### config.mk
export PLATFORM = sky130hd
export DESIGN_NAME = state_ctrl_param
export DESIGN_NICKNAME = d
export VERILOG_FILES = /design/src/rtl/state_ctrl_param.sv
export SDC_FILE = /design/constraint.sdc
export NUM_CORES = 1
export LEC_CHECK = 0
export BUFFER_PORTS_ARGS = -buffer_cell sky130_fd_sc_hd__buf_4
export CORE_UTILIZATION = 54
export DETAILED_ROUTE_END_ITERATION = 7
export GPL_ROUTABILITY_DRIVEN = 1
export HOLD_SLACK_MARGIN = 0.06
export PLACE_DENSITY_LB_ADDON = 0.05
export SETUP_SLACK_MARGIN = 0.3
export SLEW_MARGIN = 10
export SYNTH_ARGS = -nofsm -noshare
export SYNTH_HDL_FRONTEND = slang
export SYNTH_SLANG_ARGS = --single-unit
### constraint.sdc
create_clock -name clk -period 5 [get_ports clk]
set_input_delay 1 -clock clk [delete_from_list [all_inputs] [get_ports clk]]
set_output_delay 1 -clock clk [all_outputs]
set_load 0.02 [all_outputs]
### src/rtl/state_ctrl_param.sv
// rtl/state_ctrl_param.sv - implication settle detector, conflict-analysis FSM and backtrack level tracker
module state_ctrl_param #(
    parameter int NUM_VARS        = 8,
    parameter int NUM_LVLS        = 8,
    parameter int WIDTH_LVL       = 16,
    parameter int SETTLE_CYCLES   = 1,
    parameter int ANALYZE_TIMEOUT = 255
) (
    input  logic                 clk,
    input  logic                 rst,
    input  logic [NUM_VARS-1:0]  find_imply_i,
    input  logic [NUM_VARS-1:0]  find_conflict_i,
    input  logic                 apply_imply_i,
    output logic                 done_imply_o,
    output logic                 find_conflict_o,
    input  logic                 apply_analyze_i,
    output logic                 add_learntc_en_o,
    output logic                 done_analyze_o,
    output logic                 analyze_timeout_o,
    input  logic [NUM_LVLS-1:0]  findindex_i,
    input  logic [WIDTH_LVL-1:0] max_lvl_i,
    input  logic                 base_lvl_en,
    input  logic [WIDTH_LVL-1:0] base_lvl_i,
    output logic [WIDTH_LVL-1:0] base_lvl_o,
    output logic [WIDTH_LVL-1:0] bkt_lvl_o,
    output logic                 bkt_inter_bin_o,
    input  logic                 apply_bkt_i,
    output logic                 done_bkt_o
);

    localparam int LW = $clog2(NUM_LVLS);

    typedef enum logic [1:0] {
        S_IDLE = 2'd0,
        S_FIND = 2'd1,
        S_ADD  = 2'd2,
        S_DONE = 2'd3
    } state_t;

    // ------------------------------------------------------------------
    // Implication settle detector
    // ------------------------------------------------------------------
    logic [NUM_VARS-1:0] r_find_imply_pre;
    logic [3:0]          r_stable_cnt;
    logic                r_done_imply;
    logic                w_stable;
    logic                w_settled;
    logic                w_imply_conflict;

    assign w_stable         = apply_imply_i && (find_imply_i == r_find_imply_pre);
    assign w_settled        = (r_stable_cnt == 4'(SETTLE_CYCLES));
    assign w_imply_conflict = apply_imply_i && (|find_conflict_i);
    assign find_conflict_o  = |find_conflict_i;

    // The counter clears on the cycle it fires so a held-stable vector re-arms the detector.
    always_ff @(posedge clk or posedge rst) begin
        if (rst) begin
            r_find_imply_pre <= '0;
            r_stable_cnt     <= '0;
            r_done_imply     <= 1'b0;
        end else begin
            r_find_imply_pre <= find_imply_i;
            if (w_settled)
                r_stable_cnt <= '0;
            else if (w_stable)
                r_stable_cnt <= r_stable_cnt + 4'd1;
            else
                r_stable_cnt <= '0;
            r_done_imply <= w_settled || w_imply_conflict;
        end
    end

    assign done_imply_o = r_done_imply;

    // ------------------------------------------------------------------
    // Conflict-analysis FSM
    // ------------------------------------------------------------------
    state_t      r_state;
    state_t      w_state_nxt;
    logic [NUM_VARS-1:0] r_conflict_d;
    logic [7:0]  r_to_cnt;
    logic        w_conflict_chg;
    logic        w_to_hit;
    logic        w_add_nxt;
    logic        w_done_nxt;
    logic        w_to_nxt;
    logic        r_add;
    logic        r_done_ana;
    logic        r_to;

    assign w_conflict_chg = (find_conflict_i != r_conflict_d);
    // Leaving on the cycle the count would reach the limit bounds FIND to ANALYZE_TIMEOUT cycles.
    assign w_to_hit       = (r_to_cnt == 8'(ANALYZE_TIMEOUT - 1));

    always_ff @(posedge clk or posedge rst) begin
        if (rst)
            r_state <= S_IDLE;
        else
            r_state <= w_state_nxt;
    end

    always_comb begin
        w_state_nxt = r_state;
        if (apply_bkt_i) begin
            w_state_nxt = S_IDLE;
        end else begin
            case (r_state)
                S_IDLE: if (apply_analyze_i) w_state_nxt = S_FIND;
                S_FIND: begin
                    if (w_conflict_chg)
                        w_state_nxt = S_ADD;
                    else if (w_to_hit)
                        w_state_nxt = S_DONE;
                end
                S_ADD:   w_state_nxt = S_DONE;
                S_DONE:  w_state_nxt = S_IDLE;
                default: w_state_nxt = S_IDLE;
            endcase
        end
    end

    // A backtrack request suppresses any analysis pulse that would otherwise be registered.
    always_comb begin
        w_add_nxt  = 1'b0;
        w_done_nxt = 1'b0;
        w_to_nxt   = 1'b0;
        if (!apply_bkt_i) begin
            w_add_nxt  = (r_state == S_ADD);
            w_done_nxt = (r_state == S_DONE);
            w_to_nxt   = (r_state == S_FIND) && !w_conflict_chg && w_to_hit;
        end
    end

    always_ff @(posedge clk or posedge rst) begin
        if (rst) begin
            r_conflict_d <= '0;
            r_to_cnt     <= '0;
            r_add        <= 1'b0;
            r_done_ana   <= 1'b0;
            r_to         <= 1'b0;
        end else begin
            r_conflict_d <= find_conflict_i;
            if (r_state == S_FIND)
                r_to_cnt <= r_to_cnt + 8'd1;
            else
                r_to_cnt <= '0;
            r_add      <= w_add_nxt;
            r_done_ana <= w_done_nxt;
            r_to       <= w_to_nxt;
        end
    end

    assign add_learntc_en_o  = r_add;
    assign done_analyze_o    = r_done_ana;
    assign analyze_timeout_o = r_to;

    // ------------------------------------------------------------------
    // Backtrack level tracking
    // ------------------------------------------------------------------
    logic [LW-1:0]        w_local_bkt;
    logic                 w_no_local;
    logic [WIDTH_LVL-1:0] r_base;
    logic [WIDTH_LVL-1:0] r_bkt;
    logic                 r_inter;
    logic                 r_done_bkt;

    always_comb begin
        w_local_bkt = '0;
        for (int i = 0; i < NUM_LVLS; i++) begin
            if (findindex_i[i])
                w_local_bkt = LW'(i);
        end
    end

    assign w_no_local = (findindex_i == '0);

    always_ff @(posedge clk or posedge rst) begin
        if (rst) begin
            r_base     <= '0;
            r_bkt      <= '0;
            r_inter    <= 1'b0;
            r_done_bkt <= 1'b0;
        end else begin
            if (base_lvl_en)
                r_base <= base_lvl_i;
            r_bkt      <= w_no_local ? max_lvl_i : (r_base + WIDTH_LVL'(w_local_bkt));
            r_inter    <= w_no_local;
            r_done_bkt <= apply_bkt_i;
        end
    end

    assign base_lvl_o      = r_base;
    assign bkt_lvl_o       = r_bkt;
    assign bkt_inter_bin_o = r_inter;
    assign done_bkt_o      = r_done_bkt;

endmodule

## After elaboration in Yosys (flattened, before gate mapping)

Cells that the tools add are included.

- Add/sub/neg operators: 3
- Equal/unequal tests: 9
- Muxes and demuxes: 19
- Reduce and logical (&&, ||, !) cells: 10

Operators with widths:

| cell | number |
|---|---|
| $mux 3 | 6 |
| $add 16x3->16 | 1 |
| $mux 16 | 1 |
| $add 8x1->8 const B | 1 |
| $eq 8x8->1 | 1 |
| $eq 8x8->1 const B | 1 |
| $logic_not 8->1 | 1 |
| $mux 2 | 4 |
| $mux 4 | 2 |
| $mux 8 | 1 |
| $ne 8x8->1 | 1 |
| $pmux 2 s4 | 1 |
| $reduce_or 8->1 | 1 |
| $add 4x1->4 const B | 1 |
| $eq 2x2->1 const B | 2 |
| $eq 4x1->1 const B | 1 |
| $logic_and 1x1->1 | 4 |
| $mux 1 | 4 |
| $ne 4x4->1 const B | 1 |
| $ne 3x3->1 const B | 1 |
| $eq 2x1->1 const B | 1 |
| $logic_not 2->1 | 1 |
| $reduce_and 2->1 | 1 |
| $logic_not 1->1 | 1 |
| $logic_or 1x1->1 | 1 |

- Flip-flop bits (word level): 68
- Bits of input ports: 62
- Logic and storage cells: 54

## Longest topological paths before layout

Gate-level depths: netlist of the first run.

- Depth in word-level cells: 9
- Mapped depth: 12
- Depth with buffers taken out: 12

## Worst setup path before layout of the first run

Ideal clock, no wire load.

- Kind: input-to-reg
- From: input findindex_i[2]
- To: register r_bkt[12] (netlist: bkt_lvl_o[12])
- Library setup time: 0.077 ns
- Arrival: 2.695 ns
- Path slack: 2.228 ns
- Stages: 12
- Buffers on the path: 0
- Cells stage by stage: inv_1 a21oi_1 nor2_1 nor2_1 o21bai_1 ha_1 fa_1 a21oi_1 nor2_4 and4_1 xnor2_1 a21oi_1

- Cells in the longest elaborated chain, start to end: 8

RTL lines:

| what | line | RTL |
|---|---|---|
| from (decl) | 20 | `input logic [NUM_LVLS-1:0] findindex_i,` |
| $mux 3 (6 in series) | 170 | `if (findindex_i[i])` |
| $add 16x3->16 | 186 | `r_bkt <= w_no_local ? max_lvl_i : (r_base + WIDTH_LVL'(w_local_bkt));` |
| $mux 16 (*) | 186 |  |
| to (signal assigned) | 186 |  |
| to (decl) | 163 | `logic [WIDTH_LVL-1:0] r_bkt;` |

Mark *: on every way between the ends. The rest lies on a longest branch, timed or not.
A chain may end at the register's enable or synchronous reset.

## Worst setup path after layout of the first run

Same ends and word-level chain as after synthesis.

==> results.yml, run 1 <==
status:
  outcome: "complete, no violations"
cells_and_area:
  antennaDiodeCount: 0
  final_net_count: 441
  areaGrowthSynthToFinish_pct: 32.4
  post-route-cell-area_mm2: 0.00411
  layout-drive-gt1-share_pct: 39.0
  fill_cells: 407
  finish.cell_count_without_fillers: 444
routing:
  met2_wirelength_um: 3070
  drt_first_pass_iters: 4
  detail-route-antenna-nets: 0
  met3RoutedLength_um: 353
  route.vias.total: 2230
  drt_wl_total_um: 6050
  drc: 0
  wl_met1_um: 2560
  detailedRoute.firstIterationViolations: 90
  post_drt_wl_per_cell_um: 13.6
  routed_via_density: 5.02
  routed.top_layer: "met4"
power:
  power_per_cell_area_mw_per_mm2: 342
  leakagePower_nw: 1.93
  vdd_ir_drop_max_uv: 224
  power.share.sequential_pct: 46.0
  net-switching-power_uw: 397
  clockPowerShare_pct: 32.3
  internal-power_mw: 1.01
  combinationalPowerShare_pct: 21.7
  p_sw_share_pct: 28.2
sta:
  whs_ns: 0.484
  final_hold_viol_count: 0
  min_period_ns: 2.74
  finalCritPeriodShare_pct: 54.7
  final.setup.tns_ns: 0
  maxSlewHeadroom_pct: 24.1
  finalMaxSlewViolations: 0
  timing_worst_slew_pin_value_ns: 1.14
  unrepaired_setup_endpoints_after_global_routing: "no"
  final.setup_skew_ns: 0.00855
  finalSetupViolCount: 0
  fmaxAchievable_ghz: 0.365
placement:
  place.detailed.instances: 428
  placed_cell_area_mm2: 0.00391
  gpl.final_weighted_congestion: 0.743
  io_buffers: 100
  dp.final_hpwl_um: 4510
global_routing:
  grt_remaining_overflow: 0
  initial_antenna_violation_count: 0
  grt_first_pass_wirelength_um: 10300
  global_route.usage.total_pct: 22.2
  grt_max_degree: 47
  via_count_of_the_first_global_routing_pass: 2318
worst_setup_path:
  setup.worst_path.start_class: "primary input"
  endpoint_kind: "flip-flop"
  r2r_start: "base_lvl_o[0]"
  timing.critical_path.fanout_max: 5
  required_time_worst_endpoint_ns: 5.17
  reg2reg_depth: 7
  regToRegSetupSlack_ns: 2.96
  worst_r2r_endpoint: "bkt_lvl_o[12]"
  setup.worst_path.class: "in -> reg"
  cp.arrival_ns: 2.91
clock_network:
  cts.sink_count: 68
  cts_buffers: 9
  clkSlewWorstSetupHoldPaths_ns: 0.08
  cts_setup_buffers: 0
  ctsLongestPathBuffers: 2
  cts_tree: "built"
  htreeDepth: 3
  ctsResizeCount: 0
  cts_root_buffer: "clkbuf_8"
  cts.hold.buffers_added: 0
  clock_insertion_delay_worst_skew_ns: 0.33
synthesis:
  syn-num-nets: 334
  syn-cell-area_mm2: 0.00311
  synth.avg_cell_area_um2: 11.9
  yosysSeqAreaShare_pct: 54.8
  ys_seq_elements: 68
  post_synth_inst_count: 260
  synth_top_cells_by_area: "dfrtp_1, xnor2_1, mux2_2"
  ys_warn_count: 0
  yosys.area.top_type_share_pct: 54.8
  count_of_distinct_cell_types_in_the_synthesized_netlist: 40
  synth_area_leader_cell: "dfrtp_1"
hold_path:
  hold-path-cell-count: 1
  hold_path_startpoint: "r_to_cnt[0]"
  min-delay-path-class: "reg -> reg"
  holdPathEnd: "r_to_cnt[0]"
die:
  floorplan.die.width_um: 77.8
  coreArea_mm2: 0.00554
  total_die_area_mm2: 0.00606
  number_of_placement_rows: 27
  num_io_pins: 101
  initial_utilization_pct: 56.1
  die_height_um: 77.8
job:
  max-cap-violations: 0
-- through the flow --
stage | total power [mW] | setup slack, ns | util (%)
final | 1.41 | 2.26 | 74.2
after global routing | 1.47 | 2.12 | 74.2
after CTS | 1.42 | 2.29 | 74.2
after detailed placement | 0.967 | 1.94 | 70.6
after global placement | 0.958 | 2.00 | 70.6
after floorplan | 0.827 | 2.23 | -
-- power groups by stage --
| stage | Clock, mW | Sequential [mW] | Combinational, mW |
|---|---|---|---|
| after floorplan | 0 | 0.697 | 0.131 |
| after global placement | 0 | 0.655 | 0.303 |
| after detailed placement | 0 | 0.657 | 0.309 |
| after CTS | 0.462 | 0.648 | 0.310 |
| after global routing | 0.484 | 0.655 | 0.334 |
| final | 0.455 | 0.647 | 0.305 |
-- Yosys cell counts --
cell and n:
nor2b_1 6, xnor2_1 29, buf_6 2, and3_1 1
mux2i_1 1, nand4_1 5, o21ai_0 2, and4_4 1
nor3b_1 1, nand2_1 11, clkbuf_1 1, nand3_1 10
o31ai_1 2, o21bai_1 1, nor3_2 2, nand3_4 1
a21boi_1 2, ha_1 11, and2_1 5, inv_1 8
nor3b_2 1, nor3_1 3, and4_1 2, a21oi_1 17
a21oi_2 1, fa_1 1, nor2_1 26, a21o_1 1
xor2_1 7, nor2_4 1, dfrtp_1 68, buf_2 1
mux2_2 18, nor4_4 1, o21ba_1 1, nand2b_1 2
clkbuf_8 1, nand2_4 1, or3_1 2, nor4_1 3
-- placed cells by master, fill, tap and decap left out, types with 2 or more instances in the layout --
cell,instances
nand3_1,10
buf_4,101
a21boi_1,2
nand2_1,11
and2_1,5
nand4_1,5
nor2_1,26
or3_1,2
clkinv_2,4
nor3_1,3
o21ai_0,2
xor2_1,7
nor3_2,2
o31ai_1,2
dfrtp_1,68
xnor2_1,29
nor2b_1,6
nand2b_1,2
nor4_1,3
a21oi_1,17
and4_1,2
clkbuf_8,11
mux2_2,18
inv_1,7
ha_1,11
-- cell type report --
type | instances | area [um2] | share of cell area, %
clock buffer | 11 | 151 | 3.68
clock inverter | 5 | 50.0 | 1.22
inverter | 8 | 30.0 | 0.731
multi-input combinational | 179 | 1330 | 32.3
sequential | 68 | 1700 | 41.4
tap | 72 | 90.1 | 2.19
timing repair buffer | 101 | 758 | 18.4
-- cells by family after synthesis --
group / Yosys count / share of synthesized area (%)
xor gates and xnor gates: 36 / 10.2
buffers and inverters: 13 / 2.42
AOI/OAI and AO/OA: 27 / 5.12
adders and majority gates: 12 / 5.08
and+or+nand+nor: 85 / 15.6
muxes: 19 / 6.85
DFF: 68 / 54.8
-- state kept, by name, indices dropped and copies added, names as in the netlist --
signal / cells
r_state: 2
bkt_lvl_o: 16
bkt_inter_bin_o: 1
done_bkt_o: 1
r_stable_cnt: 4
r_conflict_d: 8
add_learntc_en_o: 1
done_imply_o: 1
base_lvl_o: 16
r_to_cnt: 8
r_find_imply_pre: 8
done_analyze_o: 1
analyze_timeout_o: 1
-- how the worst max path moves through the flow --
stage              startpoint  depth (start not counted)            end  slack [ns]
4_1_cts        findindex_i[2]                         13  bkt_lvl_o[12]        2.29
6_report       findindex_i[2]                         13  bkt_lvl_o[12]        2.26
3_3_place_gp   findindex_i[2]                         13  bkt_lvl_o[12]        2.00
2_1_floorplan  findindex_i[2]                         12  bkt_lvl_o[12]        2.23
3_5_place_dp   findindex_i[2]                         13  bkt_lvl_o[12]        1.94
5_1_grt        findindex_i[2]                         13  bkt_lvl_o[12]        2.12
-- critical path: stages --
cell	delay [ns]
buf_4	0.08
inv_1	0.03
a21oi_1	0.12
nor2_1	0.06
nor2_1	0.09
o21bai_1	0.07
ha_1	0.21
fa_1	0.41
a21oi_1	0.30
nor2_4	0.10
and4_1	0.21
xnor2_1	0.14
a21oi_1	0.08
-- per-layer routing --
layer / vias up / GRT usage [%]
met2: 64 / 37.4
li1: 1097 / -
met3: 7 / 5.65
met5: - / 0
met1: 1062 / 27.3
met4: 0 / 8.49
Power figures use the tool's default switching activity.
==> run 2: changes to the inputs <==
- CORE_UTILIZATION: 54 -> 50
- clock period: 5 -> 2.73 ns (I/O delays scaled with it)
==> run 2 against run 1 <==
  * Hold slack lost 0.19 ns
  * Final cell count grew 1.1%
  * Flip-flop and latch count is the same
  * Clock power grew 55%
  * Cell area shrank 0.18%
  * Clock skew shrank 0.0033 ns
  * First-iteration DRC count shrank 10%
  * Die area grew 7.8%
  * Sequential power grew 84%
  * Non-clock buffer count grew 2
  * Critical path depth is the same
  * Total power grew 74%
  * Critical path type unchanged
==> results.yml, run 2 (synthesis gave the netlist of run 1 again) <==
status:
  outcome: "complete, no violations"
placement:
  place.detailed.instances: 433
  gpl.final_weighted_congestion: 0.784
  placed_cell_area_mm2: 0.00394
  io_buffers: 100
  dp.final_hpwl_um: 4500
clock_network:
  cts.hold.buffers_added: 0
  cts_setup_buffers: 0
  cts.sink_count: 68
  clock_insertion_delay_worst_skew_ns: 0.33
  cts_root_buffer: "clkbuf_8"
  cts_tree: "built"
  ctsLongestPathBuffers: 2
  htreeDepth: 3
  ctsResizeCount: 0
  cts_buffers: 9
  clkSlewWorstSetupHoldPaths_ns: 0.07
routing:
  route.vias.total: 2259
  drt_first_pass_iters: 4
  routed_via_density: 5.03
  drc: 0
  detail-route-antenna-nets: 0
  drt_wl_total_um: 6120
  detailedRoute.firstIterationViolations: 81
  post_drt_wl_per_cell_um: 13.6
cells_and_area:
  mostFrequentLayoutCell: "buf_4"
  final_net_count: 443
  layout-drive-gt1-share_pct: 38.2
  leading_cell_types_in_the_layout_fill_and_taps_excluded: "buf_4, dfrtp_1, xnor2_1"
  antennaDiodeCount: 0
  post-route-cell-area_mm2: 0.00410
  finish.cell_count_without_fillers: 449
  areaGrowthSynthToFinish_pct: 32.1
sta:
  final.setup.tns_ns: 0
  finalCritPeriodShare_pct: 81.4
  unrepaired_setup_endpoints_after_global_routing: "no"
  finalSetupViolCount: 0
  finalMaxSlewViolations: 0
  fmaxAchievable_ghz: 0.450
  maxSlewHeadroom_pct: 58.7
  min_period_ns: 2.22
  timing_worst_slew_pin_value_ns: 0.619
  final.setup_skew_ns: 0.00527
  final_hold_viol_count: 0
die:
  num_io_pins: 101
  total_die_area_mm2: 0.00653
  initial_utilization_pct: 52.1
  floorplan.die.width_um: 80.8
  number_of_placement_rows: 28
  coreArea_mm2: 0.00596
  die_height_um: 80.8
worst_setup_path:
  required_time_worst_endpoint_ns: 2.93
  cp_common_cell: "a21oi_1"
  cp.arrival_ns: 2.42
  path_cells: "buf_4 > inv_1 > a21oi_1 > nor2_1 > nor2_1 > o21bai_1 > ha_1 > fa_1 > a21oi_1 > nor2_4 > and4_1 > xnor2_1 > a21oi_1"
  r2r_start: "base_lvl_o[0]"
  setup.worst_path.start_class: "primary input"
  setup.worst_path.class: "in -> reg"
  endpoint_kind: "flip-flop"
  regToRegSetupSlack_ns: 0.77
  startpoint: "findindex_i[2]"
  reg2reg_depth: 7
  timing.critical_path.fanout_max: 5
  capture_point_of_the_critical_path: "bkt_lvl_o[12]"
  worst_r2r_endpoint: "bkt_lvl_o[12]"
  critical_path.max_stage_delay_ns: 0.40
  crit_path_top_delay_cell: "fa_1"
power:
  vdd_ir_drop_max_uv: 325
  leakagePower_nw: 1.92
  power_per_cell_area_mw_per_mm2: 597
  power.total_mw: 2.45
job:
  max-cap-violations: 0
global_routing:
  grt_remaining_overflow: 0
  via_count_of_the_first_global_routing_pass: 2288
  grt_max_degree: 41
  grt_first_pass_wirelength_um: 9820
  initial_antenna_violation_count: 0
  global_route.usage.total_pct: 20.1
hold_path:
  min-delay-path-class: "in -> async"
[run 2: area by class of cell]
class                           count  area, um2
Sequential cell                    68       1700
Clock inverter                      2       10.0
Fill cell                         477       1850
Clock buffer                       14        153
Inverter                            8       30.0
Timing Repair Buffer              103        786
Tap cell                           75       93.8
Multi-Input combinational cell    179       1330
[run 2: power breakdown]
part           total, mW  switching, mW  leakage, nW  internal, mW
Sequential          1.19         0.0796        0.832          1.11
Clock              0.703          0.350       0.0844         0.353
Combinational      0.560          0.276         1.00         0.283
[run 2: routing by layer]
| layer | global-route usage, % | routed length, um | up-vias |
|---|---|---|---|
| met1 | 23.6 | 2670 | 1077 |
| met2 | 33.4 | 2970 | 69 |
| met4 | 10.4 | 130 | 0 |
| met3 | 5.51 | 344 | 13 |
| met5 | 0 | 0 | - |
| li1 | - | - | 1100 |
[run 2: worst max-delay path: cells and delay by family]
| kind | cells | cell delay [ns] |
|---|---|---|
| fa+ha+maj | 2 | 0.60 |
| buf+inv | 2 | 0.11 |
| xor+xnor | 1 | 0.13 |
| simple gates | 4 | 0.45 |
| compound gates | 4 | 0.59 |
[run 2: worst min-delay path by stage]
stage | slack, ns | cells past startpoint | to | startpoint
2_1_floorplan | 0.45 | 1 | r_to_cnt[0] | r_to_cnt[0]
3_3_place_gp | 0.48 | 1 | r_stable_cnt[0] | r_stable_cnt[0]
3_5_place_dp | 0.48 | 1 | r_to_cnt[0] | r_to_cnt[0]
4_1_cts | 0.30 | 2 | done_imply_o | rst
5_1_grt | 0.32 | 1 | r_find_imply_pre[0] | find_imply_i[0]
6_report | 0.30 | 2 | r_conflict_d[2] | rst
[run 2: through the flow]
stage / worst slack, ns / util [%] / hold slack [ns]
6_report: 0.509 / 68.9 / 0.296
5_1_grt: 0.389 / 68.9 / 0.320
4_1_cts: 0.504 / 68.9 / 0.305
3_5_place_dp: 0.159 / 66.2 / 0.484
3_3_place_gp: 0.199 / 66.2 / 0.477
2_1_floorplan: 0.412 / - / 0.451
